$ cat config.mk
export PLATFORM = sky130hd
export DESIGN_NAME = decode_exe_pipe_flat
export DESIGN_NICKNAME = d
export VERILOG_FILES = /design/src/rtl/decode_exe_pipe_pkg.sv /design/src/rtl/decode_exe_pipe_if.sv /design/src/rtl/decode_exe_pipe_hazard.sv /design/src/rtl/decode_exe_pipe.sv /design/src/flat_wrapper.sv
export SDC_FILE = /design/constraint.sdc
export NUM_CORES = 1
export LEC_CHECK = 0
export BUFFER_PORTS_ARGS = -buffer_cell sky130_fd_sc_hd__buf_4
export CORE_MARGIN = 10
export CORE_UTILIZATION = 50
export CTS_CLUSTER_SIZE = 30
export DETAILED_ROUTE_END_ITERATION = 12
export PLACE_DENSITY_LB_ADDON = 0.12
export SKIP_LAST_GASP = 1
export SLEW_MARGIN = 25
export SYNTH_ARGS = -nofsm -noshare
export SYNTH_HDL_FRONTEND = slang
export SYNTH_SLANG_ARGS = --single-unit
$ cat constraint.sdc
create_clock -name clk -period 5.7 [get_ports clk]
set_input_delay 1.14 -clock clk [delete_from_list [all_inputs] [get_ports clk]]
set_output_delay 1.14 -clock clk [all_outputs]
set_load 0.02 [all_outputs]
$ cat src/rtl/decode_exe_pipe_pkg.sv
`default_nettype none
// ============================================================================
//  Module   : decode_pkg
//  Desc     : Shared parameters, control-bundle field offsets and state type
//             for the decode-to-execute pipeline slice.
//  Revision : 1.0
// ============================================================================
package decode_pkg;

  localparam int DATA_W = 32;
  localparam int RA_W   = 4;
  localparam int N_SRC  = 3;
  localparam int CTRL_W = 16;
  localparam int CNT_W  = 16;

  // Program counter alias: its architectural value is not in the regfile,
  // so writeback data for this address must never be forwarded.
  localparam logic [RA_W-1:0] PC_REG = {RA_W{1'b1}};

  // Control bundle layout (opaque to this stage, carried through unchanged)
  localparam int CTRL_ALUCTRL_LSB = 0;   // 4 bits
  localparam int CTRL_ALUSRC_BIT  = 4;
  localparam int CTRL_REGWR_BIT   = 5;
  localparam int CTRL_MEM2REG_BIT = 6;
  localparam int CTRL_BRANCH_BIT  = 7;
  localparam int CTRL_PCSRC_BIT   = 8;
  localparam int CTRL_PLUSONE_BIT = 9;
  localparam int CTRL_COND_LSB    = 10;  // 4 bits, [15:14] reserved

  typedef enum logic [0:0] {
    EMPTY = 1'b0,
    FULL  = 1'b1
  } state_t;

endpackage
`default_nettype wire

$ cat src/rtl/decode_exe_pipe_if.sv
`default_nettype none
// ============================================================================
//  Module   : decode_exe_pipe_if
//  Desc     : Decode, execute, writeback and status signals of the
//             decode-to-execute slice. master = surrounding pipeline,
//             slave = the slice itself.
//  Revision : 1.0
// ============================================================================
interface decode_exe_pipe_if;
  import decode_pkg::*;

  // decode side
  logic                    d_valid;
  logic                    d_ready;
  logic [N_SRC*DATA_W-1:0] d_rd;
  logic [N_SRC*RA_W-1:0]   d_ra;
  logic [N_SRC-1:0]        d_ra_used;
  logic [DATA_W-1:0]       d_imm;
  logic [RA_W-1:0]         d_wa;
  logic [CTRL_W-1:0]       d_ctrl;
  logic                    d_is_load;
  logic                    flush;
  // execute side
  logic                    e_valid;
  logic                    e_ready;
  logic [N_SRC*DATA_W-1:0] e_rd;
  logic [DATA_W-1:0]       e_imm;
  logic [RA_W-1:0]         e_wa;
  logic [CTRL_W-1:0]       e_ctrl;
  logic                    e_is_load;
  // writeback bypass
  logic                    wb_we;
  logic [RA_W-1:0]         wb_wa;
  logic [DATA_W-1:0]       wb_wd;
  // status
  logic                    hazard;
  logic [CNT_W-1:0]        stall_cnt;

  modport master (
    output d_valid, d_rd, d_ra, d_ra_used, d_imm, d_wa, d_ctrl, d_is_load, flush,
    output e_ready, wb_we, wb_wa, wb_wd,
    input  d_ready, e_valid, e_rd, e_imm, e_wa, e_ctrl, e_is_load, hazard, stall_cnt
  );

  modport slave (
    input  d_valid, d_rd, d_ra, d_ra_used, d_imm, d_wa, d_ctrl, d_is_load, flush,
    input  e_ready, wb_we, wb_wa, wb_wd,
    output d_ready, e_valid, e_rd, e_imm, e_wa, e_ctrl, e_is_load, hazard, stall_cnt
  );

endinterface
`default_nettype wire

$ cat src/rtl/decode_exe_pipe_hazard.sv
`default_nettype none
// ============================================================================
//  Module   : hazard_detect
//  Desc     : Combinational source/destination comparator. Flags a load-use
//             hazard and produces per-slot writeback-forwarding vectors for
//             both the incoming and the held instruction.
//  Revision : 1.0
// ============================================================================
module hazard_detect
  import decode_pkg::*;
(
  input  logic                  d_valid_i,
  input  logic                  e_valid_i,
  input  logic                  e_is_load_i,
  input  logic                  flush_i,
  input  logic [N_SRC*RA_W-1:0] d_ra_i,
  input  logic [N_SRC-1:0]      d_ra_used_i,
  input  logic [RA_W-1:0]       e_wa_i,
  input  logic [N_SRC*RA_W-1:0] hold_ra_i,
  input  logic [N_SRC-1:0]      hold_used_i,
  input  logic                  wb_we_i,
  input  logic [RA_W-1:0]       wb_wa_i,
  output logic                  hazard_o,
  output logic [N_SRC-1:0]      cap_byp_o,
  output logic [N_SRC-1:0]      hold_byp_o
);

  logic [N_SRC-1:0] load_match;
  logic             wb_fwd_ok;

  // PC alias is never forwarded, whichever slot names it
  assign wb_fwd_ok = wb_we_i & (wb_wa_i != PC_REG);

  genvar i;
  generate
    for (i = 0; i < N_SRC; i++) begin : g_slot
      assign load_match[i] = d_ra_used_i[i] & (d_ra_i[i*RA_W +: RA_W] == e_wa_i);
      assign cap_byp_o[i]  = wb_fwd_ok & d_ra_used_i[i] & (d_ra_i[i*RA_W +: RA_W] == wb_wa_i);
      assign hold_byp_o[i] = wb_fwd_ok & hold_used_i[i] & (hold_ra_i[i*RA_W +: RA_W] == wb_wa_i);
    end
  endgenerate

  assign hazard_o = d_valid_i & e_valid_i & e_is_load_i & ~flush_i & (|load_match);

endmodule
`default_nettype wire

$ cat src/rtl/decode_exe_pipe.sv
`default_nettype none
// ============================================================================
//  Module   : decode_exe_pipe
//  Desc     : Two-state decode-to-execute register slice with load-use stall,
//             writeback bypass at capture and while holding, flush, and a
//             saturating stall counter.
//  Revision : 1.0
// ============================================================================
module decode_exe_pipe
  import decode_pkg::*;
(
  input  logic             clk,
  input  logic             reset,
  decode_exe_pipe_if.slave bus
);

  state_t                  state_q;
  logic [N_SRC*DATA_W-1:0] rd_q;
  logic [DATA_W-1:0]       imm_q;
  logic [RA_W-1:0]         wa_q;
  logic [CTRL_W-1:0]       ctrl_q;
  logic                    is_load_q;
  logic [N_SRC*RA_W-1:0]   ra_q;
  logic [N_SRC-1:0]        used_q;
  logic [CNT_W-1:0]        stall_q;

  logic [N_SRC*DATA_W-1:0] cap_rd_d;
  logic [N_SRC*DATA_W-1:0] hold_rd_d;
  logic [N_SRC-1:0]        cap_byp;
  logic [N_SRC-1:0]        hold_byp;
  logic                    hazard_raw;
  logic                    hazard;
  logic                    d_ready;
  logic                    e_valid;
  logic                    capture;

  assign e_valid = (state_q == FULL);

  hazard_detect u_hazard (
    .d_valid_i   (bus.d_valid),
    .e_valid_i   (e_valid),
    .e_is_load_i (is_load_q),
    .flush_i     (bus.flush),
    .d_ra_i      (bus.d_ra),
    .d_ra_used_i (bus.d_ra_used),
    .e_wa_i      (wa_q),
    .hold_ra_i   (ra_q),
    .hold_used_i (used_q),
    .wb_we_i     (bus.wb_we),
    .wb_wa_i     (bus.wb_wa),
    .hazard_o    (hazard_raw),
    .cap_byp_o   (cap_byp),
    .hold_byp_o  (hold_byp)
  );

  // Handshake is suppressed entirely while reset is held
  assign hazard  = reset & hazard_raw;
  assign d_ready = reset & (bus.flush | ((~e_valid | bus.e_ready) & ~hazard));
  assign capture = bus.d_valid & d_ready & ~bus.flush;

  // Operand muxes: forward writeback data into matching slots
  always_comb begin
    cap_rd_d  = bus.d_rd;
    hold_rd_d = rd_q;
    for (int i = 0; i < N_SRC; i++) begin
      if (cap_byp[i])  cap_rd_d[i*DATA_W +: DATA_W]  = bus.wb_wd;
      if (hold_byp[i]) hold_rd_d[i*DATA_W +: DATA_W] = bus.wb_wd;
    end
  end

  // Slice FSM: flush beats capture, capture beats drain, drain beats hold
  always_ff @(posedge clk) begin
    if (!reset) begin
      state_q   <= EMPTY;
      rd_q      <= '0;
      imm_q     <= '0;
      wa_q      <= '0;
      ctrl_q    <= '0;
      is_load_q <= 1'b0;
      ra_q      <= '0;
      used_q    <= '0;
    end else if (bus.flush) begin
      state_q <= EMPTY;
    end else if (capture) begin
      state_q   <= FULL;
      rd_q      <= cap_rd_d;
      imm_q     <= bus.d_imm;
      wa_q      <= bus.d_wa;
      ctrl_q    <= bus.d_ctrl;
      is_load_q <= bus.d_is_load;
      ra_q      <= bus.d_ra;
      used_q    <= bus.d_ra_used;
    end else if (e_valid && bus.e_ready) begin
      state_q <= EMPTY;
    end else if (e_valid) begin
      rd_q <= hold_rd_d;
    end
  end

  // Saturating count of load-use stall cycles
  always_ff @(posedge clk) begin
    if (!reset) begin
      stall_q <= '0;
    end else if (hazard && (stall_q != {CNT_W{1'b1}})) begin
      stall_q <= stall_q + 16'd1;
    end
  end

  assign bus.d_ready   = d_ready;
  assign bus.hazard    = hazard;
  assign bus.e_valid   = e_valid;
  assign bus.e_rd      = rd_q;
  assign bus.e_imm     = imm_q;
  assign bus.e_wa      = wa_q;
  assign bus.e_ctrl    = ctrl_q;
  assign bus.e_is_load = is_load_q;
  assign bus.stall_cnt = stall_q;

endmodule
`default_nettype wire

$ cat src/flat_wrapper.sv
// flat-port wrapper written by rule: the top's interface ports become plain ports
module decode_exe_pipe_flat import decode_pkg::*;
  (clk, reset, bus_d_valid, bus_d_rd, bus_d_ra, bus_d_ra_used, bus_d_imm, bus_d_wa, bus_d_ctrl, bus_d_is_load, bus_flush, bus_e_ready, bus_wb_we, bus_wb_wa, bus_wb_wd, bus_d_ready, bus_e_valid, bus_e_rd, bus_e_imm, bus_e_wa, bus_e_ctrl, bus_e_is_load, bus_hazard, bus_stall_cnt);
  decode_exe_pipe_if bus_i ();
  input  logic clk;
  input  logic reset;
  input wire logic [$bits(bus_i.d_valid)-1:0] bus_d_valid;
  input wire logic [$bits(bus_i.d_rd)-1:0] bus_d_rd;
  input wire logic [$bits(bus_i.d_ra)-1:0] bus_d_ra;
  input wire logic [$bits(bus_i.d_ra_used)-1:0] bus_d_ra_used;
  input wire logic [$bits(bus_i.d_imm)-1:0] bus_d_imm;
  input wire logic [$bits(bus_i.d_wa)-1:0] bus_d_wa;
  input wire logic [$bits(bus_i.d_ctrl)-1:0] bus_d_ctrl;
  input wire logic [$bits(bus_i.d_is_load)-1:0] bus_d_is_load;
  input wire logic [$bits(bus_i.flush)-1:0] bus_flush;
  input wire logic [$bits(bus_i.e_ready)-1:0] bus_e_ready;
  input wire logic [$bits(bus_i.wb_we)-1:0] bus_wb_we;
  input wire logic [$bits(bus_i.wb_wa)-1:0] bus_wb_wa;
  input wire logic [$bits(bus_i.wb_wd)-1:0] bus_wb_wd;
  output wire logic [$bits(bus_i.d_ready)-1:0] bus_d_ready;
  output wire logic [$bits(bus_i.e_valid)-1:0] bus_e_valid;
  output wire logic [$bits(bus_i.e_rd)-1:0] bus_e_rd;
  output wire logic [$bits(bus_i.e_imm)-1:0] bus_e_imm;
  output wire logic [$bits(bus_i.e_wa)-1:0] bus_e_wa;
  output wire logic [$bits(bus_i.e_ctrl)-1:0] bus_e_ctrl;
  output wire logic [$bits(bus_i.e_is_load)-1:0] bus_e_is_load;
  output wire logic [$bits(bus_i.hazard)-1:0] bus_hazard;
  output wire logic [$bits(bus_i.stall_cnt)-1:0] bus_stall_cnt;
  assign bus_i.d_valid = bus_d_valid;
  assign bus_i.d_rd = bus_d_rd;
  assign bus_i.d_ra = bus_d_ra;
  assign bus_i.d_ra_used = bus_d_ra_used;
  assign bus_i.d_imm = bus_d_imm;
  assign bus_i.d_wa = bus_d_wa;
  assign bus_i.d_ctrl = bus_d_ctrl;
  assign bus_i.d_is_load = bus_d_is_load;
  assign bus_i.flush = bus_flush;
  assign bus_i.e_ready = bus_e_ready;
  assign bus_i.wb_we = bus_wb_we;
  assign bus_i.wb_wa = bus_wb_wa;
  assign bus_i.wb_wd = bus_wb_wd;
  assign bus_d_ready = bus_i.d_ready;
  assign bus_e_valid = bus_i.e_valid;
  assign bus_e_rd = bus_i.e_rd;
  assign bus_e_imm = bus_i.e_imm;
  assign bus_e_wa = bus_i.e_wa;
  assign bus_e_ctrl = bus_i.e_ctrl;
  assign bus_e_is_load = bus_i.e_is_load;
  assign bus_hazard = bus_i.hazard;
  assign bus_stall_cnt = bus_i.stall_cnt;
  decode_exe_pipe u_core (.clk(clk), .reset(reset), .bus(bus_i));
endmodule
==> flow_summary.yaml <==
synth:
  synth_most_common_cell: "dfxtp_1"
  synth-seq-area-share: 0.462
  synth_cell_types: 45
  synth_area_per_cell_um2: 8.32
  yosysWarnings: 0
  syn_inst: 944
  synth_edf_count: 0
  synth_commonest_cells: "dfxtp_1 (181), nand2_1 (147), a21oi_1 (138)"
  async_flop_share: 0
  ys.flop_type: "dfxtp_1"
  synth_nets: 1151
  synth_top_area_cell: "dfxtp_1"
  yosysTopAreaCellShare: 0.462
  ys_ff_latch: 181
  synthTopCellsByArea: "dfxtp_1 (46%), a21oi_1 (8.8%), nand2_1 (7.0%)"
  mappedNetlistArea_um2: 7850
floorplan:
  start_util: 0.513
  dieHeight_um: 145
  top_level_ports: 374
  core_area_um2: 15300
  die_x_um: 145
  fp.dieArea_um2: 21100
  rows: 45
global_route:
  gr-usage-all-layers: 0.281
  overflow: 0
  antenna_found_initial: 1
  grt_pass1_vias: 8149
  grt_start_max_net_pins: 103
  grt_pass1_wl_mm: 47.7
critical_path:
  r2r_setup_slack_ns: 2.50
  timing.rr.end: "u_core.bus.e_rd[31]"
  arrival_ns: 2.92
  cp-end-kind: "output port"
  criticalPathCategory: "in2out"
  endpoint: "bus_d_ready"
  worstPathMaxFanout: 8
  crit_start: "bus_flush"
  cp.required_ns: 4.56
  worstRegToRegCells: 8
  r2r-start: "u_core.bus.e_wa[1]"
  crit_path_start_kind: "input pin"
route:
  vias: 8231
  drc: 0
  initialDrtViolationCount: 643
  ant_nets: 0
  wl_mm: 31.3
  viasPerCell: 5.51
  dr.pass1.iters: 5
  post_drt_wl_per_cell_um: 20.9
layout:
  layout-drive-gt1-share: 0.358
  area_delta_synth_final_pct: 44.9
  fin_cells: 1495
  nets: 1477
worst_hold_path:
  hold_path_class: "reg2reg"
  worstHoldStart: "u_core.bus.e_imm[4]"
placed_design:
  place_congestion: 0.843
  place_inst: 1460
  portBuffers: 373
  hpwl_mm: 22.8
clock_network:
  cts.sinks: 181
  cts_buffer_depth: 2
  cts_tree: "built"
  ctsResizeCount: 0
  cts-buffers-inserted: 17
  cts_hold_buf: 0
  cts_max_level: 4
  post-cts-setup-buffer-count: 0
  cts_root_buffer: "clkbuf_16"
  insertion_delay_ns: 0.43
  clk_pin_slew_ns: 0.06
power:
  power_w: 0.00311
  power.density_nw_per_um2: 273
  clockPowerShare: 0.396
  peakVddDrop_uv: 219
  power.share.switching: 0.261
  share_comb_of_total_power: 0.164
  p_switching_w: 0.000813
  p_seq_frac: 0.440
  leakage_nw: 4.99
  internal_power_w: 0.00230
timing:
  skew_ns: 0.00838
  slew_headroom: 0.409
  post-route-period-util: 0.712
  min_period_ns: 4.06
  finalSetupViolCount: 0
  hold_viol: 0
  rsz0062_at_grt: "false"
  tightest_slew_ns: 0.887
  fin_tns_setup_ns: 0
  fmax_mhz: 247
  slew_viol_final: 0
  timing.hold.ws_ns: 0.454
job:
  cap_violations: 0
status:
  outcome: "completed"
logic make-up (layout without fill, tap and decap cells):
family	count (synthesis)	after routing	share of synthesized area
other cells	0	1	0
flops	181	181	0.462
mux	2	2	0.00255
fa+ha+maj	1	1	0.00159
compound gates	258	258	0.239
xor+xnor	41	41	0.0457
buf+inv	115	454	0.0620
simple gates	346	346	0.188
layout by cell type (no fill, tap or decap), drive strengths merged, types with 4 or more instances in the layout:
| master | instances |
|---|---|
| a211oi | 41 |
| a21oi | 138 |
| a221oi | 28 |
| and4 | 4 |
| buf | 386 |
| clkbuf | 21 |
| clkinv | 6 |
| dfxtp | 181 |
| inv | 36 |
| nand2 | 148 |
| nand3 | 11 |
| nand4 | 6 |
| nor2 | 110 |
| nor3 | 44 |
| o21ai | 8 |
| o221ai | 32 |
| or3 | 8 |
| xnor2 | 20 |
| xor2 | 21 |
per-stage QoR:
step                      setup slack (ns)  utilization  area, µm²
after detailed placement              1.64        0.698      10700
final                                 1.64        0.743      11400
after floorplan                       2.11            -       7850
after CTS                             1.69        0.739      11300
after global routing                  1.43        0.743      11400
after global placement                1.68        0.698      10700
how the worst min path moves through the flow:
stage / slack [ns] / depth (start not counted) / to
2_1_floorplan: 0.44 / 2 / u_core.used_q[0]
3_3_place_gp: 0.44 / 2 / u_core.bus.e_imm[3]
3_5_place_dp: 0.45 / 2 / u_core.bus.e_ctrl[7]
4_1_cts: 0.46 / 2 / u_core.bus.e_ctrl[7]
5_1_grt: 0.47 / 2 / u_core.bus.e_imm[1]
6_report: 0.45 / 2 / u_core.bus.e_imm[4]
power by group through the flow:
stage / clock, W / sequential, W / combinational, W
global placement: 0 / 0.00139 / 0.000500
detailed placement: 0 / 0.00139 / 0.000506
global route: 0.00130 / 0.00137 / 0.000545
finish: 0.00123 / 0.00137 / 0.000509
CTS: 0.00124 / 0.00137 / 0.000508
floorplan: 0 / 0.00147 / 0.000164
per-layer routing:
| layer | up-vias | GRT usage | routed length (µm) | share of wire |
|---|---|---|---|---|
| met5 | - | 0 | 0 | 0 |
| met4 | 0 | 0.102 | 767 | 0.025 |
| met3 | 46 | 0.0941 | 2880 | 0.092 |
| met2 | 380 | 0.486 | 15800 | 0.50 |
| met1 | 3858 | 0.315 | 11900 | 0.38 |
| li1 | 3947 | - | - | - |
critical path, stage by stage:
cell,delay (ns)
buf_4,0.12
nand3b_1,0.38
nor2_1,0.29
nand4_1,0.18
nand2_1,0.23
or2_2,0.19
nor2_1,0.05
o21a_1,0.17
buf_4,0.15
flip-flops by register name (all words and copies together), names as in the netlist:
| name | flops |
|---|---|
| u_core.used_q | 3 |
| u_core.bus.e_wa | 4 |
| u_core.bus.stall_cnt | 16 |
| u_core.bus.e_valid | 1 |
| u_core.ra_q | 12 |
| u_core.bus.e_ctrl | 16 |
| u_core.bus.e_rd | 96 |
| u_core.bus.e_imm | 32 |
| u_core.bus.e_is_load | 1 |
layout make-up:
type                            count  area [µm²]
Antenna cell                        1        2.50
Clock buffer                       21         470
Clock inverter                     11         150
Fill cell                        1229        3940
Inverter                           36         135
Multi-Input combinational cell    648        3780
Sequential cell                   181        3620
Tap cell                          211         264
Timing Repair Buffer              386        2950
Power figures use the tool's default switching activity.
